`src/rtl/weighted_round_robin_arbiter.sv`:
```
// Weighted round-robin arbiter: registered one-hot grant held for weight_i beats, zero-bubble handover.
// Optional packet lock (define WRR_LOCK_EN) adds lock_i to hold ownership past the last credit.
module weighted_round_robin_arbiter #(
   parameter int NUM_REQ  = 4,
   parameter int WEIGHT_W = 4,
   parameter int IDX_W    = $clog2(NUM_REQ)
) (
   input  logic                         clk_i,
   input  logic                         arst_ni,
   input  logic                         allow_i,
   input  logic [NUM_REQ-1:0]           req_i,
   input  logic [NUM_REQ*WEIGHT_W-1:0]  weight_i,
   input  logic                         ack_i,
`ifdef WRR_LOCK_EN
   input  logic                         lock_i,
`endif
   output logic [NUM_REQ-1:0]           gnt_o,
   output logic                         gnt_valid_o,
   output logic [IDX_W-1:0]             gnt_idx_o,
   output logic [WEIGHT_W-1:0]          credit_o
);

   typedef enum logic {IDLE = 1'b0, OWN = 1'b1} state_e;

   state_e                state_q;
   logic [NUM_REQ-1:0]    gnt_q;
   logic [IDX_W-1:0]      idx_q;
   logic [IDX_W-1:0]      ptr_q;
   logic [WEIGHT_W-1:0]   credit_q;

   logic [IDX_W-1:0]      owner_nxt;
   logic [IDX_W-1:0]      scan_start;
   logic [IDX_W-1:0]      cand;
   logic [IDX_W-1:0]      win_idx;
   logic                  win_found;
   logic [NUM_REQ-1:0]    win_oh;
   logic [WEIGHT_W-1:0]   win_weight;
   logic [WEIGHT_W-1:0]   load_credit;
   logic                  lock_hold;
   logic                  release_now;

   function automatic logic [IDX_W-1:0] inc_mod(input logic [IDX_W-1:0] i);
      if (i == IDX_W'(NUM_REQ - 1)) return '0;
      return i + IDX_W'(1);
   endfunction

`ifdef WRR_LOCK_EN
   assign lock_hold = lock_i;
`else
   assign lock_hold = 1'b0;
`endif

   assign owner_nxt   = inc_mod(idx_q);
   // On release the search already starts past the owner, so it only wins again when alone.
   assign scan_start  = (state_q == OWN) ? owner_nxt : ptr_q;
   assign release_now = (state_q == OWN) &&
                        (!req_i[idx_q] || (ack_i && credit_q == WEIGHT_W'(1) && !lock_hold));

   always_comb begin
      win_idx   = '0;
      win_found = 1'b0;
      cand      = scan_start;
      for (int i = 0; i < NUM_REQ; i++) begin
         if (!win_found && req_i[cand]) begin
            win_found = 1'b1;
            win_idx   = cand;
         end
         cand = inc_mod(cand);
      end
      win_oh          = '0;
      win_oh[win_idx] = 1'b1;
      win_weight      = weight_i[win_idx*WEIGHT_W +: WEIGHT_W];
      load_credit     = (win_weight == '0) ? WEIGHT_W'(1) : win_weight;
   end

   always_ff @(posedge clk_i or negedge arst_ni) begin
      if (!arst_ni) begin
         state_q  <= IDLE;
         gnt_q    <= '0;
         idx_q    <= '0;
         ptr_q    <= '0;
         credit_q <= '0;
      end else begin
         case (state_q)
            IDLE: begin
               if (allow_i && win_found) begin
                  state_q  <= OWN;
                  gnt_q    <= win_oh;
                  idx_q    <= win_idx;
                  credit_q <= load_credit;
               end
            end
            OWN: begin
               if (release_now) begin
                  ptr_q <= owner_nxt;
                  if (allow_i && win_found) begin
                     gnt_q    <= win_oh;
                     idx_q    <= win_idx;
                     credit_q <= load_credit;
                  end else begin
                     state_q  <= IDLE;
                     gnt_q    <= '0;
                     credit_q <= '0;
                  end
               end else if (ack_i && credit_q > WEIGHT_W'(1)) begin
                  credit_q <= credit_q - WEIGHT_W'(1);
               end
            end
         endcase
      end
   end

   assign gnt_o       = gnt_q;
   assign gnt_valid_o = |gnt_q;
   assign gnt_idx_o   = idx_q;
   assign credit_o    = credit_q;

endmodule

```
`config.mk`:
```
export PLATFORM = sky130hd
export DESIGN_NAME = weighted_round_robin_arbiter
export DESIGN_NICKNAME = d
export VERILOG_FILES = /design/src/rtl/weighted_round_robin_arbiter.sv
export SDC_FILE = /design/constraint.sdc
export NUM_CORES = 1
export LEC_CHECK = 0
export BUFFER_PORTS_ARGS = -buffer_cell sky130_fd_sc_hd__buf_4
export CAP_MARGIN = 20
export CORE_MARGIN = 2
export CORE_UTILIZATION = 41
export CTS_CLUSTER_DIAMETER = 150
export DETAILED_ROUTE_END_ITERATION = 8
export MAX_ROUTING_LAYER = met4
export PLACE_DENSITY = 0.75
export RECOVER_POWER = 50
export SYNTH_ARGS = -nofsm -noshare
export SYNTH_HDL_FRONTEND = slang
export SYNTH_SLANG_ARGS = --single-unit
export TNS_END_PERCENT = 5
```
`constraint.sdc`:
```
create_clock -name clk_i -period 2.6 [get_ports clk_i]
set_clock_uncertainty 0.15 [all_clocks]
set_input_delay 0.39 -clock clk_i [delete_from_list [all_inputs] [get_ports clk_i]]
set_output_delay 0.39 -clock clk_i [all_outputs]
set_load 0.05 [all_outputs]
```
==> results of run 1 <==
==> cells by family after synthesis <==
logic type,Yosys count,share of synthesized area (%)
compound gates,37,26.6
fa+ha+maj,3,3.26
buf+inv,11,5.98
flops,13,28.3
mux,19,18.5
simple gates,40,17.4
==> critical path, stage by stage, from the launching register on <==
cell and delay (ns):
dfrtp_2 0.44, buf_4 0.16, mux4_1 0.43, o31ai_1 0.16, nor2_1 0.45, nor2_1 0.19, a221o_1 0.36
==> worst max path at each step <==
stage                             from  slack [ns]     endpoint
after detailed placement  gnt_idx_o[1]        0.04  credit_o[1]
after global routing      gnt_idx_o[0]        0.03  credit_o[1]
after floorplan           gnt_idx_o[1]        0.01  credit_o[2]
after CTS                 gnt_idx_o[1]        0.02  credit_o[1]
final                     gnt_idx_o[0]        0.15  credit_o[1]
after global placement    gnt_idx_o[0]        0.15  credit_o[1]
==> power groups by stage <==
stage	Sequential, mW	Combinational, mW	Clock (mW)
after floorplan	0.630	0.808	0
after global placement	0.394	1.33	0
after detailed placement	0.405	1.37	0
after CTS	0.400	1.38	0.136
after global routing	0.426	1.54	0.149
final	0.407	1.42	0.138
==> state kept, by name (all words and copies together) (netlist names) <==
register / count
gnt_o: 4
state_q: 1
credit_o: 4
ptr_q: 2
gnt_idx_o: 2
==> per-layer routing <==
layer | vias to the layer above | GRT usage, %
li1 | 558 | -
met1 | 565 | 24.1
met2 | 61 | 37.1
met3 | 6 | 1.59
met4 | 0 | 9.63
met5 | - | -
==> area by class of cell <==
| class | count | area, µm² |
|---|---|---|
| multi-input cells | 100 | 810 |
| well taps | 31 | 38.8 |
| clock buffers | 3 | 22.5 |
| fillers | 251 | 1200 |
| inverters | 6 | 22.5 |
| repair buffers | 40 | 280 |
| clock inverters | 1 | 5.00 |
| flip-flops and latches | 13 | 327 |
==> through the flow <==
stage	util [%]	instances	setup WS (ns)	area [µm²]
CTS	54.4	193	0.0229	1470
global placement	53.0	188	0.154	1440
finish	55.5	194	0.151	1510
floorplan	-	123	0.0125	1150
detailed placement	53.0	188	0.0395	1440
global route	55.5	194	0.0316	1510
==> Yosys cell counts, drive strengths merged <==
| cell type | instances | area share, % |
|---|---|---|
| nor2 | 8 | 2.6 |
| mux2i | 13 | 11 |
| dfrtp | 13 | 28 |
| nand2b | 1 | 0.54 |
| or3b | 1 | 0.76 |
| a31oi | 4 | 2.7 |
| mux2 | 5 | 4.9 |
| and2b | 1 | 0.65 |
| buf | 4 | 3.7 |
| a22o | 1 | 0.76 |
| a221o | 5 | 4.4 |
| and2 | 3 | 1.6 |
| or2 | 1 | 0.54 |
| o22ai | 1 | 1.1 |
| nand2 | 12 | 3.9 |
| o21ai | 10 | 4.7 |
| nor3 | 8 | 3.5 |
| mux4 | 1 | 2.3 |
| a31o | 1 | 0.76 |
| a211oi | 1 | 0.65 |
| a21boi | 1 | 0.65 |
| inv | 6 | 2.0 |
| o41a | 1 | 0.98 |
| nor3b | 2 | 1.3 |
| o221ai | 4 | 5.1 |
| clkbuf | 1 | 0.33 |
| nor2b | 1 | 0.54 |
| ha | 3 | 3.3 |
| or4 | 1 | 0.65 |
| and3b | 1 | 0.76 |
| o31ai | 3 | 2.0 |
| o41ai | 1 | 0.76 |
| a21oi | 4 | 2.1 |
==> timing repair <==
action	in CTS	in global routing
hold endpoints to repair	13	0
resized for setup	0	5
setup buffers	0	0
hold buffers	1	0
setup endpoints to repair	0	8
==> metrics.yaml, run 1 <==
route:
  wl_met3_um: 229
  wl_met1_um: 1220
  routed_wl_um: 3130
  topRoutingLayerUsed: "met4"
  ant_nets: 0
  post-route-drc-count: 0
  wire_per_inst_um: 16.1
  viasPerCell: 6.13
  via_count: 1190
  wl_met2_um: 1630
  dr.first_iter.drc_count: 48
  drt-pass1-iter-count: 4
placement:
  placement.io_buffers: 34
  place_congestion: 0.866
  dp_hpwl_um: 2330
grt:
  grt-ovfl-total: 0
  grt_pass1_vias: 1165
  grt_max_degree: 17
  track_usage_pct: 21.0
  grt_pass1_wl_um: 5220
  antenna_found_initial: 0
clock_tree:
  cts_sinks: 13
  clk_latency_ns: 0.29
  cts_root_buffer: "clkbuf_4"
  tritoncts: "yes"
  htreeDepth: 1
  path_clk_slew_ns: 0.10
  clockBufferDepth: 2
  numCtsBuffers: 3
power:
  sw_frac_of_total_pct: 53.4
  power_mw: 1.97
  peakVddDrop_uv: 636
  combinationalPowerShare_pct: 72.3
  p_sw_mw: 1.05
  power_frac_seq_pct: 20.7
  p_leak_nw: 0.676
  p_clk_share_pct: 7.0
  power_density_nw_per_um2: 1310
  p_int_mw: 0.917
timing:
  setup_viol: 0
  tightest_slew_ns: 0.770
  min_period_ns: 2.45
  relSlewSlack_pct: 48.7
  report.final.slew_viol_count: 0
  whs_ns: 0.341
  max_freq_ghz: 0.408
  hold_viol_final: 0
  setup_tns_ns: 0
  rsz0062_at_grt: "false"
  min_period_over_period_pct: 94.2
worst_hold_path:
  hold_path_end: "state_q"
  hold_class: "input port to flop"
  hold_depth: 4
  min_from: "allow_i"
finish:
  layout_commonest_cell: "buf_4"
  n_antenna_cell: 0
  fin_nets: 191
  areaGrowthSynthToFinish_pct: 30.9
  drive_gt1_share_pct: 33.1
  final_cell_mix: "33 x buf_4, 13 x mux2i_1, 12 x nand2_1, 12 x dfrtp_1"
setup_path:
  critical_path_class: "flop to flop"
  critPathArrivalTime_ns: 2.47
  cp-start-kind: "flop"
  rrSetupSlack_ns: 0.15
  cp.required_ns: 2.62
  path_max_fanout: 8
  crit_path_end_kind: "flop"
  r2r_cells: 6
  regToRegEndpoint: "credit_o[1]"
  rr_startpoint: "gnt_idx_o[0]"
synthesis:
  syn-num-nets: 150
  yosys_warnings: 0
  syn-cell-area_um2: 1150
  yosysSeqAreaShare_pct: 28.3
  synthDistinctLibCells: 41
  postSynthAreaPerCell_um2: 9.35
  synth_cells: 123
  synth-seq-cells: 13
floorplanning:
  dieHeight_um: 57.0
  die-area_um2: 3240
  start_util_pct: 42.4
  io_pins: 35
  row_count: 19
  core_um2: 2710
  fp.dieW_um: 57.0
run:
  cap_viol_max_count: 0
run_status:
  status: "completed"
Power figures use the tool's default switching activity.
==> run 2: changes to the inputs <==
- BUFFER_PORTS_ARGS: -buffer_cell sky130_fd_sc_hd__buf_4 -> not set
- CORE_ASPECT_RATIO: not set -> 1.25
- DONT_BUFFER_PORTS: not set -> 1
- PLACE_DENSITY: 0.75 -> 0.64
==> run 2 against run 1 <==
Critical path depth unchanged; sequential share of layout area increased by 3.4 points; maximum frequency decreased by 0.95%; critical path type unchanged; critical endpoint is now gnt_o[3].
==> metrics.yaml, run 2 (synthesized netlist as in run 1, its figures left out) <==
run_status:
  status: "completed"
route:
  wire_per_inst_um: 17.6  # +8.9%
  drt-pass1-iter-count: 4  # unchanged
  post-route-drc-count: 0  # unchanged
  dr.first_iter.drc_count: 24  # -50%
  viasPerCell: 6.23  # +1.6%
  routed_wl_um: 3010  # -4.1%
  via_count: 1066  # -10%
  ant_nets: 0  # unchanged
placement:
  dp_hpwl_um: 2160  # -7.5%
  place_congestion: 0.849  # -2.0%
  dp_slack_ns: 0.0197  # -0.0198 ns
  placement.io_buffers: 0  # -100%
run:
  cap_viol_max_count: 0  # unchanged
setup_path:
  r2r_cells: 6  # unchanged
  cp-start-kind: "flop"
  path_cells: "mux2_2, a21boi_0, o221ai_2, buf_4, o31ai_1, a221o_1"
  rrSetupSlack_ns: 0.13  # -0.02 ns
  critPathTopFamily: "compound AO/OA/AOI/OAI gates"
  rr_startpoint: "state_q"
  cp.required_ns: 2.68  # +0.06 ns
  path_max_fanout: 14  # +6
  cp_slowest_cell: "dfrtp_1"
  critical_path_class: "flop to flop"
  crit_path_end_kind: "flop"
  regToRegEndpoint: "gnt_o[3]"
  critPathArrivalTime_ns: 2.56  # +0.09 ns
  cp-startpoint: "state_q"
  worst-path-buf-inv: 1  # unchanged
  crit_path_max_incr_delay_ns: 0.65  # +0.20 ns
timing:
  setup_tns_ns: 0  # unchanged
  hold_viol_final: 0  # unchanged
  finalWorstSetupSlack_ns: 0.128  # -0.0234 ns
  max_freq_ghz: 0.404  # -0.95%
  setup_viol: 0  # unchanged
  tightest_slew_ns: 0.669  # -0.101 ns
  report.final.slew_viol_count: 0  # unchanged
  min_period_ns: 2.47  # +0.0234 ns
  min_period_over_period_pct: 95.1  # +0.90 points
  rsz0062_at_grt: "false"
  relSlewSlack_pct: 55.4  # +6.7 points
grt:
  track_usage_pct: 20.4  # -0.63 points
  met1_usage_pct: 23.3  # -0.78 points
  use_met2_pct: 34.5  # -2.7 points
  grt-ovfl-total: 0  # unchanged
  grt_pass1_vias: 1087  # -6.7%
  grt_max_degree: 15  # -2
  busiest_layer: "met2"
  antenna_found_initial: 0  # unchanged
  grtUsageMet3_pct: 2.37  # +0.78 points
  grt_pass1_wl_um: 4860  # -6.9%
finish:
  layout_commonest_cell: "mux2i_1"
  drive_gt1_share_pct: 23.4  # -9.8 points
  final_cell_mix: "13 x mux2i_1, 12 x nand2_1, 12 x dfrtp_1, 12 x buf_4"
  fin_nets: 165  # -14%
  areaGrowthSynthToFinish_pct: 13.2
  fill_cells: 284  # +13%
  n_antenna_cell: 0  # unchanged
worst_hold_path:
  hold_path_end: "state_q"
  hold_depth: 3  # -1
  hold_class: "input port to flop"
  min_from: "req_i[2]"
clock_tree:
  tritoncts: "yes"
  path_clk_slew_ns: 0.10  # about the same
  htreeDepth: 1  # unchanged
  cts_sinks: 13  # unchanged
  cts_root_buffer: "clkbuf_4"
  clk_latency_ns: 0.30  # about the same
  clockBufferDepth: 2  # unchanged
  numCtsBuffers: 3  # unchanged
floorplanning:
  row_count: 21  # +2
  die-area_um2: 3250  # about the same
  dieHeight_um: 63.2  # +11%
  core_um2: 2680  # -1.1%
  start_util_pct: 42.9  # +0.48 points
  fp.dieW_um: 51.4  # -9.8%
  io_pins: 35  # unchanged
power:
  peakVddDrop_uv: 632  # -0.72%
  p_leak_nw: 0.566  # -16%
  power_density_nw_per_um2: 1440  # +10%
run 2: worst max-delay path by stage:
stage	slack [ns]	cells past startpoint	to
after floorplan	0.01	7	credit_o[2]
after global placement	0.15	7	credit_o[3]
after detailed placement	0.02	7	credit_o[3]
after CTS	0.12	8	credit_o[0]
after global routing	0.01	7	gnt_idx_o[1]
final	0.13	6	gnt_o[3]
run 2: layout make-up:
class | instances | area (µm²) | area share (%)
tap | 34 | 42.5 | 3.27
multi-input combinational | 100 | 778 | 59.8
clock inverter | 1 | 5.00 | 0.385
sequential | 13 | 327 | 25.1
clock buffer | 3 | 22.5 | 1.73
timing repair buffer | 14 | 104 | 7.98
inverter | 6 | 22.5 | 1.73
run 2: power by group:
group / leakage, nW / switching, mW / internal, mW
Combinational: 0.388 / 0.725 / 0.514
Sequential: 0.161 / 0.204 / 0.294
Clock: 0.0177 / 0.0835 / 0.0573
Total: 0.566 / 1.01 / 0.866
run 2: tightest hold or removal path, cell delays in order:
cell and delay (ns):
o41ai_1 0.05, buf_4 0.16, nand2_1 0.06
run 2: what timing repair did:
| item | CTS | global route |
|---|---|---|
| cloned | 0 | 1 |
| resized for setup | 0 | 1 |
| endpoints found under the hold margin | 13 | 0 |
| pin swaps | 1 | 1 |
| hold buffers | 1 | 0 |
| endpoints found under the setup margin | 1 | 1 |
| setup buffers | 4 | 0 |
run 2: metal layers:
metal / vias up / part of all wire [%]
li1: 504 / -
met1: 527 / 42
met2: 31 / 51
met3: 4 / 4.2
met4: 0 / 1.9
met5: - / 0
run 2: metrics by stage:
step           instances  total power [mW]  util (%)  instance area, µm²  hold slack [ns]
2_1_floorplan        123              1.44         -                1150          -0.0556
3_3_place_gp         161              1.63      45.3                1210          -0.0551
3_5_place_dp         161              1.65      45.3                1210          -0.0550
4_1_cts              170              1.85      47.9                1280            0.234
5_1_grt              171              2.00      48.6                1300            0.270
6_report             171              1.88      48.6                1300            0.242
==> run 3: changes to the inputs <==
- clock period: 2.6 -> 2.53 ns (I/O delays scaled with it)
==> run 3 against run 2 <==
First-iteration DRC count increased by 8.3%; total power shrank 0.98%; global-route usage shrank 1.1 points; critical path depth rose by 2; flip-flop and latch count stayed put; hold slack better by 0.035 ns; final area fell by 1.9%; core utilization shrank 0.93 points; critical path type unchanged; critical endpoint is now credit_o[0].
==> metrics.yaml, run 3 (synthesized netlist as in run 1, its figures left out) <==
timing:
  setup_viol: 0  # unchanged
  whs_ns: 0.277  # +0.0350 ns
  setup_tns_ns: 0  # unchanged
  relSlewSlack_pct: 51.0  # -4.4 points
  max_freq_ghz: 0.416  # +2.9%
  rsz0062_at_grt: "false"
  tightest_slew_ns: 0.736  # +0.0667 ns
  min_period_ns: 2.40  # -0.0708 ns
  min_period_over_period_pct: 94.9  # -0.17 points
  hold_viol_final: 0  # unchanged
  report.final.slew_viol_count: 0  # unchanged
clock_tree:
  clk_latency_ns: 0.28  # -0.02 ns
  clockBufferDepth: 2  # unchanged
  tritoncts: "yes"
  cts_sinks: 13  # unchanged
  numCtsBuffers: 3  # unchanged
  path_clk_slew_ns: 0.09  # about the same
  htreeDepth: 1  # unchanged
  cts_root_buffer: "clkbuf_4"
setup_path:
  path_max_fanout: 7  # -7
  critical_path_class: "flop to flop"
  critPathArrivalTime_ns: 2.46  # -0.10 ns
  path_cells: "ha_2, and3b_1, o21ai_2, o221ai_4, buf_4, mux2i_1, mux2_2, a31oi_1"
  crit_path_end_kind: "flop"
  cp_slowest_cell: "dfrtp_2"
  cp.required_ns: 2.59  # -0.09 ns
  crit_path_max_incr_delay_ns: 0.41  # -0.24 ns
  cp-start-kind: "flop"
finish:
  layout_commonest_cell: "mux2i_1"
  layout.cells.non_filler: 169  # -1.2%
  areaGrowthSynthToFinish_pct: 11.0
  final_cell_mix: "13 x mux2i_1, 12 x nand2_1, 11 x dfrtp_1"
  fin_nets: 163  # -1.2%
  drive_gt1_share_pct: 24.4  # +1.1 points
  n_antenna_cell: 0  # unchanged
  utilization_pct: 47.6  # -0.93 points
floorplanning:
  die-area_um2: 3250  # unchanged
  row_count: 21  # unchanged
  core_um2: 2680  # unchanged
  io_pins: 35  # unchanged
  start_util_pct: 42.9  # unchanged
  fp.dieW_um: 51.4  # unchanged
  dieHeight_um: 63.2  # unchanged
power:
  power_mw: 1.86  # -0.98%
  p_leak_nw: 0.551  # -2.7%
  power_density_nw_per_um2: 1460  # +0.96%
  peakVddDrop_uv: 576  # -8.9%
route:
  post-route-drc-count: 0  # unchanged
  viasPerCell: 6.08  # -2.5%
  wire_per_inst_um: 16.8  # -4.2%
  routed_wl_um: 2850  # -5.3%
  drt-pass1-iter-count: 4  # unchanged
  ant_nets: 0  # unchanged
  via_count: 1027  # -3.7%
  dr.first_iter.drc_count: 26  # +8.3%
grt:
  track_usage_pct: 19.3  # -1.1 points
  grtUsageMet3_pct: 2.84  # +0.47 points
  grt_pass1_vias: 1027  # -5.5%
  use_met2_pct: 31.3  # -3.2 points
  grt_max_degree: 14  # -1
  grt_pass1_wl_um: 4570  # -6.0%
  busiest_layer: "met2"
  antenna_found_initial: 0  # unchanged
  grt-ovfl-total: 0  # unchanged
  met1_usage_pct: 22.6  # -0.75 points
run_status:
  status: "completed"
placement:
  dp_hpwl_um: 2260  # +4.6%
  placement.io_buffers: 0  # unchanged
  place_congestion: 0.849  # about the same
  dp.cells: 163  # +1.2%
run:
  cap_viol_max_count: 0  # unchanged
worst_hold_path:
  hold_class: "input port to flop"
## run 3: cell count changes in the layout (fill, tap and decap cells not counted), sizes merged
cell | previous run | this run
buf | 12 | 10
o221ai | 5 | 4
clkbuf | 4 | 5
## run 3: final cells by class
| cell class | instances | area [µm²] |
|---|---|---|
| fill | 267 | 1400 |
| inverter | 6 | 22.5 |
| tap | 34 | 42.5 |
| timing repair buffer | 13 | 92.6 |
| multi-input combinational | 99 | 763 |
| clock inverter | 1 | 5.00 |
| clock buffer | 3 | 22.5 |
| sequential | 13 | 328 |
## run 3: final timing paths
path / start / to / slack, ns / cells past startpoint
worst max-delay path: gnt_idx_o[1] / credit_o[0] / 0.13 / 8
worst min register to register: ptr_q[0] / ptr_q[0] / 0.45 / 1
max in group asynchronous: arst_ni / gnt_idx_o[1] / 1.38 / 1
worst min-delay path: req_i[2] / state_q / 0.28 / 3
worst max register to register: gnt_idx_o[1] / credit_o[0] / 0.13 / 8
min in group asynchronous: arst_ni / gnt_o[3] / 0.41 / 1
## run 3: critical path, delay by kind of cell (launching register included)
kind | cells | cell delay (ns)
AOI/OAI and AO/OA | 3 | 0.59
DFF | 1 | 0.41
muxes | 2 | 0.38
adders and majority gates | 1 | 0.37
buffers and inverters | 1 | 0.22
and+or+nand+nor | 1 | 0.20
## run 3: metrics by stage
stage,area [µm²],worst slack [ns]
after floorplan,1150,0.0353
after global placement,1230,0.127
after detailed placement,1230,0.0500
after CTS,1270,0.0143
after global routing,1280,0.0131
final,1280,0.128
## run 3: what timing repair did
item | CTS | global route
hold endpoints to repair | 13 | 0
hold buffers | 1 | 0
buffers inserted | 0 | 1
gates resized for setup | 0 | 3
endpoints found under the setup margin | 0 | 9
## run 3: layer usage
layer  vias to the layer above  part of all wire [%]
met4                         0                   2.5
met3                         7                   7.5
met2                        43                    50
met5                         -                     0
li1                        494                     -
met1                       483                    40
## run 3: where the power goes
| part | leakage [nW] | total (mW) | internal, mW | switching [mW] |
|---|---|---|---|---|
| logic | 0.374 | 1.23 | 0.502 | 0.730 |
| clock network | 0.0177 | 0.127 | 0.0585 | 0.0685 |
| registers | 0.159 | 0.501 | 0.304 | 0.197 |
